**src/rtl/demux_tdm_rx.sv**
```systemverilog
// demux_tdm_rx: TDM receive demux, one slot per valid beat, frame out in parallel.
// Optional even-parity checking on each accepted beat with DEMUX_PARITY_EN.
module demux_tdm_rx #(
    parameter int WIDTH = 1,
    parameter int NCH = 2,
    localparam int SW = $clog2(NCH)
) (
    input  logic                   clk,
    input  logic                   rst_n,
    input  logic [WIDTH-1:0]       d,
`ifdef DEMUX_PARITY_EN
    input  logic                   d_par,
`endif
    input  logic                   in_valid,
    input  logic                   frame_start,
    output logic [NCH*WIDTH-1:0]   y,
    output logic                   out_valid,
    output logic [SW-1:0]          sel,
    output logic                   busy,
    output logic                   sync_err
`ifdef DEMUX_PARITY_EN
    ,
    output logic                   par_err
`endif
);

    typedef enum logic {
        IDLE,
        COLLECT
    } state_t;

    localparam logic [SW-1:0] LAST = SW'(NCH - 1);

    state_t                     state;
    state_t                     state_nx;
    logic [SW-1:0]              sel_nx;
    logic                       wr_en;
    logic [SW-1:0]              wr_idx;
    logic                       done;
    logic                       sync_nx;
    // Slot NCH-1 never lands here; it goes straight into y with the frame.
    logic [(NCH-1)*WIDTH-1:0]   shadow;

    assign busy = (state == COLLECT);

    always_comb begin
        state_nx = state;
        sel_nx   = sel;
        wr_en    = 1'b0;
        wr_idx   = sel;
        done     = 1'b0;
        sync_nx  = 1'b0;
        unique case (state)
            IDLE: begin
                if (in_valid && frame_start) begin
                    wr_en    = 1'b1;
                    wr_idx   = '0;
                    sel_nx   = SW'(1);
                    state_nx = COLLECT;
                end
            end
            COLLECT: begin
                if (in_valid) begin
                    if (frame_start) begin
                        sync_nx = 1'b1;
                        wr_en   = 1'b1;
                        wr_idx  = '0;
                        sel_nx  = SW'(1);
                    end else if (sel == LAST) begin
                        done     = 1'b1;
                        sel_nx   = '0;
                        state_nx = IDLE;
                    end else begin
                        wr_en  = 1'b1;
                        sel_nx = sel + SW'(1);
                    end
                end
            end
        endcase
    end

    always_ff @(posedge clk) begin
        if (!rst_n) begin
            state     <= IDLE;
            sel       <= '0;
            shadow    <= '0;
            y         <= '0;
            out_valid <= 1'b0;
            sync_err  <= 1'b0;
        end else begin
            state     <= state_nx;
            sel       <= sel_nx;
            out_valid <= done;
            sync_err  <= sync_nx;
            if (wr_en) begin
                shadow[wr_idx*WIDTH +: WIDTH] <= d;
            end
            if (done) begin
                y <= {d, shadow};
            end
        end
    end

`ifdef DEMUX_PARITY_EN
    logic accept;

    assign accept = in_valid && (frame_start || state == COLLECT);

    always_ff @(posedge clk) begin
        if (!rst_n) begin
            par_err <= 1'b0;
        end else if (accept && (^{d, d_par})) begin
            par_err <= 1'b1;
        end
    end
`endif

endmodule

```
**config.mk**
```make
export PLATFORM = sky130hd
export DESIGN_NAME = demux_tdm_rx
export DESIGN_NICKNAME = d
export VERILOG_FILES = /design/src/rtl/demux_tdm_rx.sv
export SDC_FILE = /design/constraint.sdc
export NUM_CORES = 1
export LEC_CHECK = 0
export ABC_AREA = 1
export CAP_MARGIN = 40
export CORE_AREA = 2 2 39 41
export DETAILED_ROUTE_END_ITERATION = 8
export DIE_AREA = 0 0 41 43
export PLACE_DENSITY_LB_ADDON = 0.12
export SYNTH_ARGS = -nofsm -noshare
export SYNTH_HDL_FRONTEND = slang
export SYNTH_SLANG_ARGS = --single-unit
```
**constraint.sdc**
```tcl
create_clock -name clk -period 2.2 [get_ports clk]
set_input_delay 0.44 -clock clk [delete_from_list [all_inputs] [get_ports clk]]
set_output_delay 0.44 -clock clk [all_outputs]
set_load 0.02 [all_outputs]
```
==> metrics.md, run 1 <==
| Metric | Value |
|---|---|
| Grt total ovfl | `0` |
| Total Routing Usage GR | `7.94%` |
| RSZ-0062 raised after global routing | `no` |
| Crit path buffers/inverters | `1` |
| Post-synthesis net count | `42` |
| Clock power share | `around two fifths` |
| Die width | `approximately 41 um` |
| CTS max path bufs | `2` |
| Top-Level Pins | `11` |
| DR WL/cell | `around 9 um` |
| Largest area contributor in the netlist | `dfxtp_1` |
| Yosys warns | `0` |
| Starting DRT DRC Count | `4` |
| Status | `finished clean` |
| Post-CTS Hold Buffers | `0` |
| Setup Fix Bufs, Post-CTS | `0` |
| Register share of total power | `47.4%` |
| Antenna violations before repair | `0` |
| Fmax | `583 MHz` |
| CP Capture Type | `output port` |
| Mapped Avg Cell Area | `around 7.3 sq um` |
| Leakage | `0.183 nW` |
| Int Pwr | `between 0.2 and 0.25 mW` |
| Non-filler cells, final | `66` |
| Drc violations | `0` |
| Final hold vios | `0` |
| Resized cells post-CTS | `0` |
| Vias in the first global route | `219` |
| Fillers | `about 150` |
| Final core utilization | `between 20% and 30%` |
| Max H-tree Level | `1` |
| Final setup violation count | `0` |
| Register area share after synthesis | `about half` |
| Clk sinks | `7` |
| Synth Register Bits | `7` |
| Final Instance Area | `around 410 sq um` |
| Post-Place Setup Slack | `approximately 0.75 ns` |
| DIE AREA | `around 1800 sq um` |
| VDD IR max | `about 0.00019 V` |
| Count of input and output buffers | `10` |
| Synthesized cell area | `272 sq um` |
| Final net count | `56` |
| CP max-delay cell | `clkdlybuf4s50_1` |
| Num CTS Buffers | `3` |
| Post-DRT Antenna Nets | `0` |
| Setup TNS Final | `0 ns` |
| Area of placed instances | `384 sq um` |
| CP top delay family | `buffers and inverters` |
| Max_cap viols | `0` |
| Slew Limit Headroom | `between 80% and 90%` |
| Worst path max stage delay | `around 0.63 ns` |
| Critical path peak fanout | `5` |
| Nature of the critical path startpoint | `register` |
| Distinct cells, synth | `9` |
| Post-synth top area share | `roughly half` |
| Via total after detailed routing | `between 200 and 300` |
| Combinational share of power | `between 10% and 20%` |
| Crit share post-route | `roughly 80%` |
| CP cell instances | `clkdlybuf4s50_1` |
| Setup Skew | `~0.0080 ns` |
| Sw power | `0.0698 mW` |
| Slew @ Worst Pin | `0.267 ns` |
| Data required, critical path | `~1.8 ns` |
| Root buf cell | `clkbuf_4` |
| Ant. Diodes | `0` |
| Via density | `between 3 and 4` |
| Hold_ws | `roughly 0.47 ns` |
| Core area | `between 1000 and 1500 sq um` |
| Pin count of the biggest net entering global routing | `9` |
| Total Wirelength | `~600 um` |
| Num rows | `14` |
| Min Tclk post-route | `about 1.7 ns` |
| Total power | `slightly below 0.3 mW` |
| Worst min-delay path class | `reg2reg` |
| Sw Ratio | `24.2%` |
| Placed Cells incl. Taps | `between 60 and 70` |
| Final WS setup | `a little under 0.5 ns` |
| First-pass GRT wire length | `about 860 um` |
| CTS tree | `built` |
| Layout Area Growth over Synthesis | `51.2%` |
| Clk_lat worst skew | `0.25 ns` |
| Initial Util | `about 20%` |
| Die height | `around 43 um` |
| Synth area leaders | `dfxtp_1 (52%), nand3_1 (13%), nand2_1 (12%)` |
| Clock transition at path regs | `0.06 ns` |
| GPL Wtd Cong | `approximately 0.70` |
| First-pass DRT Iterations | `4` |
| CP Class | `reg2out` |
| Dpl hpwl | `424 um` |
| Cell Pwr Density | `approximately 700 nW/um^2` |
| Crit path DAT | `about 1.3 ns` |
| Gate Count Post-Synth | `37` |
| Max Transition Viols Final | `0` |
| Ratio of cells with drive above 1 in the final layout | `under 10%` |
==> state kept, by name (all words and copies together), names as in the netlist <==
signal	flops
out_valid	1
busy	1
sel	1
sync_err	1
shadow	1
y	2
==> power groups by stage <==
stage / sequential [mW] / clock [mW] / combinational, mW
6_report: 0.137 / 0.117 / 0.0352
3_3_place_gp: 0.139 / 0 / 0.0351
3_5_place_dp: 0.139 / 0 / 0.0350
5_1_grt: 0.137 / 0.130 / 0.0391
4_1_cts: 0.137 / 0.124 / 0.0357
2_1_floorplan: 0.143 / 0 / 0.0150
==> final timing paths <==
path / start / endpoint / depth (start not counted) / slack [ns]
worst max-delay path: sel$_SDFFE_PN0P_ / sel / 1 / 0.49
worst min-delay path: y[1]$_SDFFE_PN0P_ / y[1]$_SDFFE_PN0P_ / 2 / 0.47
worst max register to register: sel$_SDFFE_PN0P_ / y[1]$_SDFFE_PN0P_ / 3 / 1.33
worst min register to register: y[1]$_SDFFE_PN0P_ / y[1]$_SDFFE_PN0P_ / 2 / 0.47
==> synthesized netlist by cell type <==
cell     number
dfxtp_1       7
nand3_1       7
nand4_1       1
inv_1         6
buf_4         1
a21oi_1       2
nand2_1       9
nor3_1        1
nor2_1        3
==> layout by cell type (no fill, tap or decap) <==
cell type	instances
a21oi_1	2
clkbuf_1	1
clkbuf_4	3
clkdlybuf4s50_1	10
dfxtp_1	7
inv_1	6
nand2_1	9
nand3_1	7
nand4_1	1
nor2_1	3
nor3_1	1
==> routing by layer <==
layer / up-vias / global-route usage [%] / share of wire (%)
met1: 103 / 9.68 / 48
li1: 142 / - / -
met2: 10 / 8.75 / 42
met3: 0 / 3.14 / 9.0
met4: 0 / 10.0 / 0
met5: - / 0 / 0
==> area by class of cell <==
class / count / area, sq um / share of cell area [%]
Sequential cell: 7 / 140 / 34.1
Multi-Input combinational cell: 23 / 101 / 24.7
Timing Repair Buffer: 10 / 100 / 24.4
Clock buffer: 4 / 26.3 / 6.40
Inverter: 6 / 22.5 / 5.49
Tap cell: 16 / 20.0 / 4.88
==> cells by family (layout without fill, tap and decap cells) <==
kind of cell / Yosys count / in the layout / share of synthesized area [%]
AOI/OAI and AO/OA: 2 / 2 / 3.69
buffers and inverters: 7 / 20 / 11.1
DFF: 7 / 7 / 51.6
and+or+nand+nor: 21 / 21 / 33.6
Power figures use the tool's default switching activity.
==> inputs of run 2 (changes only) <==
Clock period 2.2 ns to 1.75 ns, I/O delays scaled along.
==> run 2 against run 1 <==
Net effect: first-iteration DRC count unchanged; sequential cell count did not move; total power increased by 25%; count of clock-buffer cells in the layout did not move; die area unchanged; sequential share of layout area unchanged; clock skew decreased by 0.0065 ns; routed wire length decreased by 8.0%; combinational power rose by 26%; critical path type unchanged; highest routed layer unchanged.
==> metrics.md, run 2 (synthesis gave the netlist of run 1 again) <==
| Metric | Value |
|---|---|
| Data required, critical path | `1.40 ns` |
| Clk_lat worst skew | `~0.25 ns` |
| Final setup violation count | `0` |
| WL met1 | `~250 um` |
| Setup TNS Final | `0 ns` |
| Max FFs per register | `2` |
| Internal reg-to-reg setup slack | `between 0.8 and 0.9 ns` |
| Ant. Diodes | `0` |
| Final hold vios | `0` |
| CP startpoint | `sel$_SDFFE_PN0P_` |
| Slew Limit Headroom | `82.1%` |
| VDD IR max | `~0.00033 V` |
| Num rows | `14` |
| CTS max path bufs | `2` |
| Reg area | `roughly 140 sq um` |
| Multi-input gate area | `~100 sq um` |
| Setup Skew | `approximately 0.0015 ns` |
| Vias in the first global route | `between 200 and 250` |
| Crit path DAT | `~1.3 ns` |
| Grt total ovfl | `0` |
| Antenna violations before repair | `0` |
| Count of input and output buffers | `10` |
| Total power | `between 0.3 and 0.4 mW` |
| Critical R2R Capture | `y[0]$_SDFFE_PN0P_` |
| First-pass GRT wire length | `roughly 810 um` |
| Commonest non-fill, non-tap cells in the layout | `clkdlybuf4s50_1 (10), nand2_1 (9), nand3_1 (7), dfxtp_1 (7), inv_1 (6)` |
| Num CTS Buffers | `3` |
| FF-to-FF Start | `busy$_SDFF_PN0_` |
| Max_cap viols | `0` |
| Resized cells post-CTS | `0` |
| Post-CTS Hold Buffers | `0` |
| Hold path depth | `2` |
| Die width | `between 40 and 50 um` |
| Clk sinks | `7` |
| Fillers | `~160` |
| Most common cell after layout, fill and taps aside | `clkdlybuf4s50_1` |
| Min Tclk post-route | `approximately 1.6 ns` |
| Max Transition Viols Final | `0` |
| CP Class | `reg2out` |
| Initial Util | `roughly a fifth` |
| Final net count | `between 50 and 60` |
| Fmax | `around 620 MHz` |
| Starting DRT DRC Count | `4` |
| CP top delay family | `buffers and inverters` |
| Met3 routed WL | `between 60 and 70 um` |
| Status | `finished clean` |
| Crit share post-route | `about 92%` |
| Leakage | `0.183 nW` |
| Total Wirelength | `around 540 um` |
| Pin count of the biggest net entering global routing | `9` |
| DIE AREA | `approximately 1800 sq um` |
| WL met2 | `around 230 um` |
| Max Used Layer | `met3` |
| RSZ-0062 raised after global routing | `no` |
| Layout Area Growth over Synthesis | `51.2%` |
| Via total after detailed routing | `between 200 and 300` |
| Post-DRT Antenna Nets | `0` |
| Top-Level Pins | `11` |
| Clock transition at path regs | `0.05 ns` |
| CP Capture Type | `output port` |
| Final core utilization | `29.7%` |
| Crit path buffers/inverters | `1` |
| Max H-tree Level | `1` |
| Ratio of cells with drive above 1 in the final layout | `6.00%` |
| Drc violations | `0` |
| R2R depth | `4` |
| Setup Fix Bufs, Post-CTS | `0` |
| Worst Setup EP | `sel` |
| Final Instance Area | `about 400 sq um` |
| Hold_sp | `y[1]$_SDFFE_PN0P_` |
| Slew @ Worst Pin | `around 0.27 ns` |
| Nature of the critical path startpoint | `register` |
| Cell Pwr Density | `876 nW/um^2` |
| Critical path peak fanout | `5` |
| Root buf cell | `clkbuf_4` |
| Area of placed instances | `approximately 380 sq um` |
| Instance count on the critical path | `1` |
| Via density | `3.92` |
| DR WL/cell | `8.24 um` |
| Worst path max stage delay | `~0.63 ns` |
| GPL Wtd Cong | `~0.67` |
| Largest register by flop count | `y` |
| CTS tree | `built` |
| Worst min-delay path class | `reg2reg` |
| CP cell instances | `clkdlybuf4s50_1` |
| Core area | `between 1000 and 1500 sq um` |
| CP max-delay cell | `clkdlybuf4s50_1` |
| Total Routing Usage GR | `under 10%` |
| First-pass DRT Iterations | `2` |
| Die height | `around 43 um` |
-- run 2: final cells by class --
cell class	instances	share of cell area, %
clock buffer	4	6.40
inverter	6	5.49
multi-input combinational	23	24.7
sequential	7	34.1
tap	16	4.88
timing repair buffer	10	24.4
-- run 2: tightest hold or removal path, delay by kind of cell, from the launching register on --
family,cells,cell delay (ns)
simple gates,2,0.11
flops,1,0.30
-- run 2: layer usage --
metal,up-vias,global-route usage (%)
li1,142,-
met1,105,8.39
met2,12,9.06
met3,0,7.85
met4,0,4.00
met5,-,0
-- run 2: worst min-delay path by stage --
stage	end	slack (ns)
4_1_cts	y[1]$_SDFFE_PN0P_	0.47
3_5_place_dp	y[1]$_SDFFE_PN0P_	0.46
3_3_place_gp	y[1]$_SDFFE_PN0P_	0.47
2_1_floorplan	y[0]$_SDFFE_PN0P_	0.45
6_report	y[1]$_SDFFE_PN0P_	0.46
5_1_grt	y[1]$_SDFFE_PN0P_	0.49
-- run 2: power breakdown --
group	total (mW)	switching, mW	internal (mW)
Sequential	0.172	0.00555	0.166
Combinational	0.0442	0.0221	0.0220
Clock	0.144	0.0569	0.0868
Total	0.360	0.0846	0.275
-- run 2: through the flow --
| step | hold WS, ns | instances | worst slack [ns] |
|---|---|---|---|
| global placement | 0.465 | 62 | 0.393 |
| detailed placement | 0.460 | 62 | 0.381 |
| finish | 0.462 | 66 | 0.136 |
| CTS | 0.467 | 66 | 0.120 |
| floorplan | 0.447 | 37 | 0.838 |
| global route | 0.488 | 66 | 0.0820 |
==> inputs of run 3 (changes only) <==
Settings changed: SLEW_MARGIN set to 30.
==> results of run 3 <==
Final layout, timing and power as in run 2 (identical DEF).
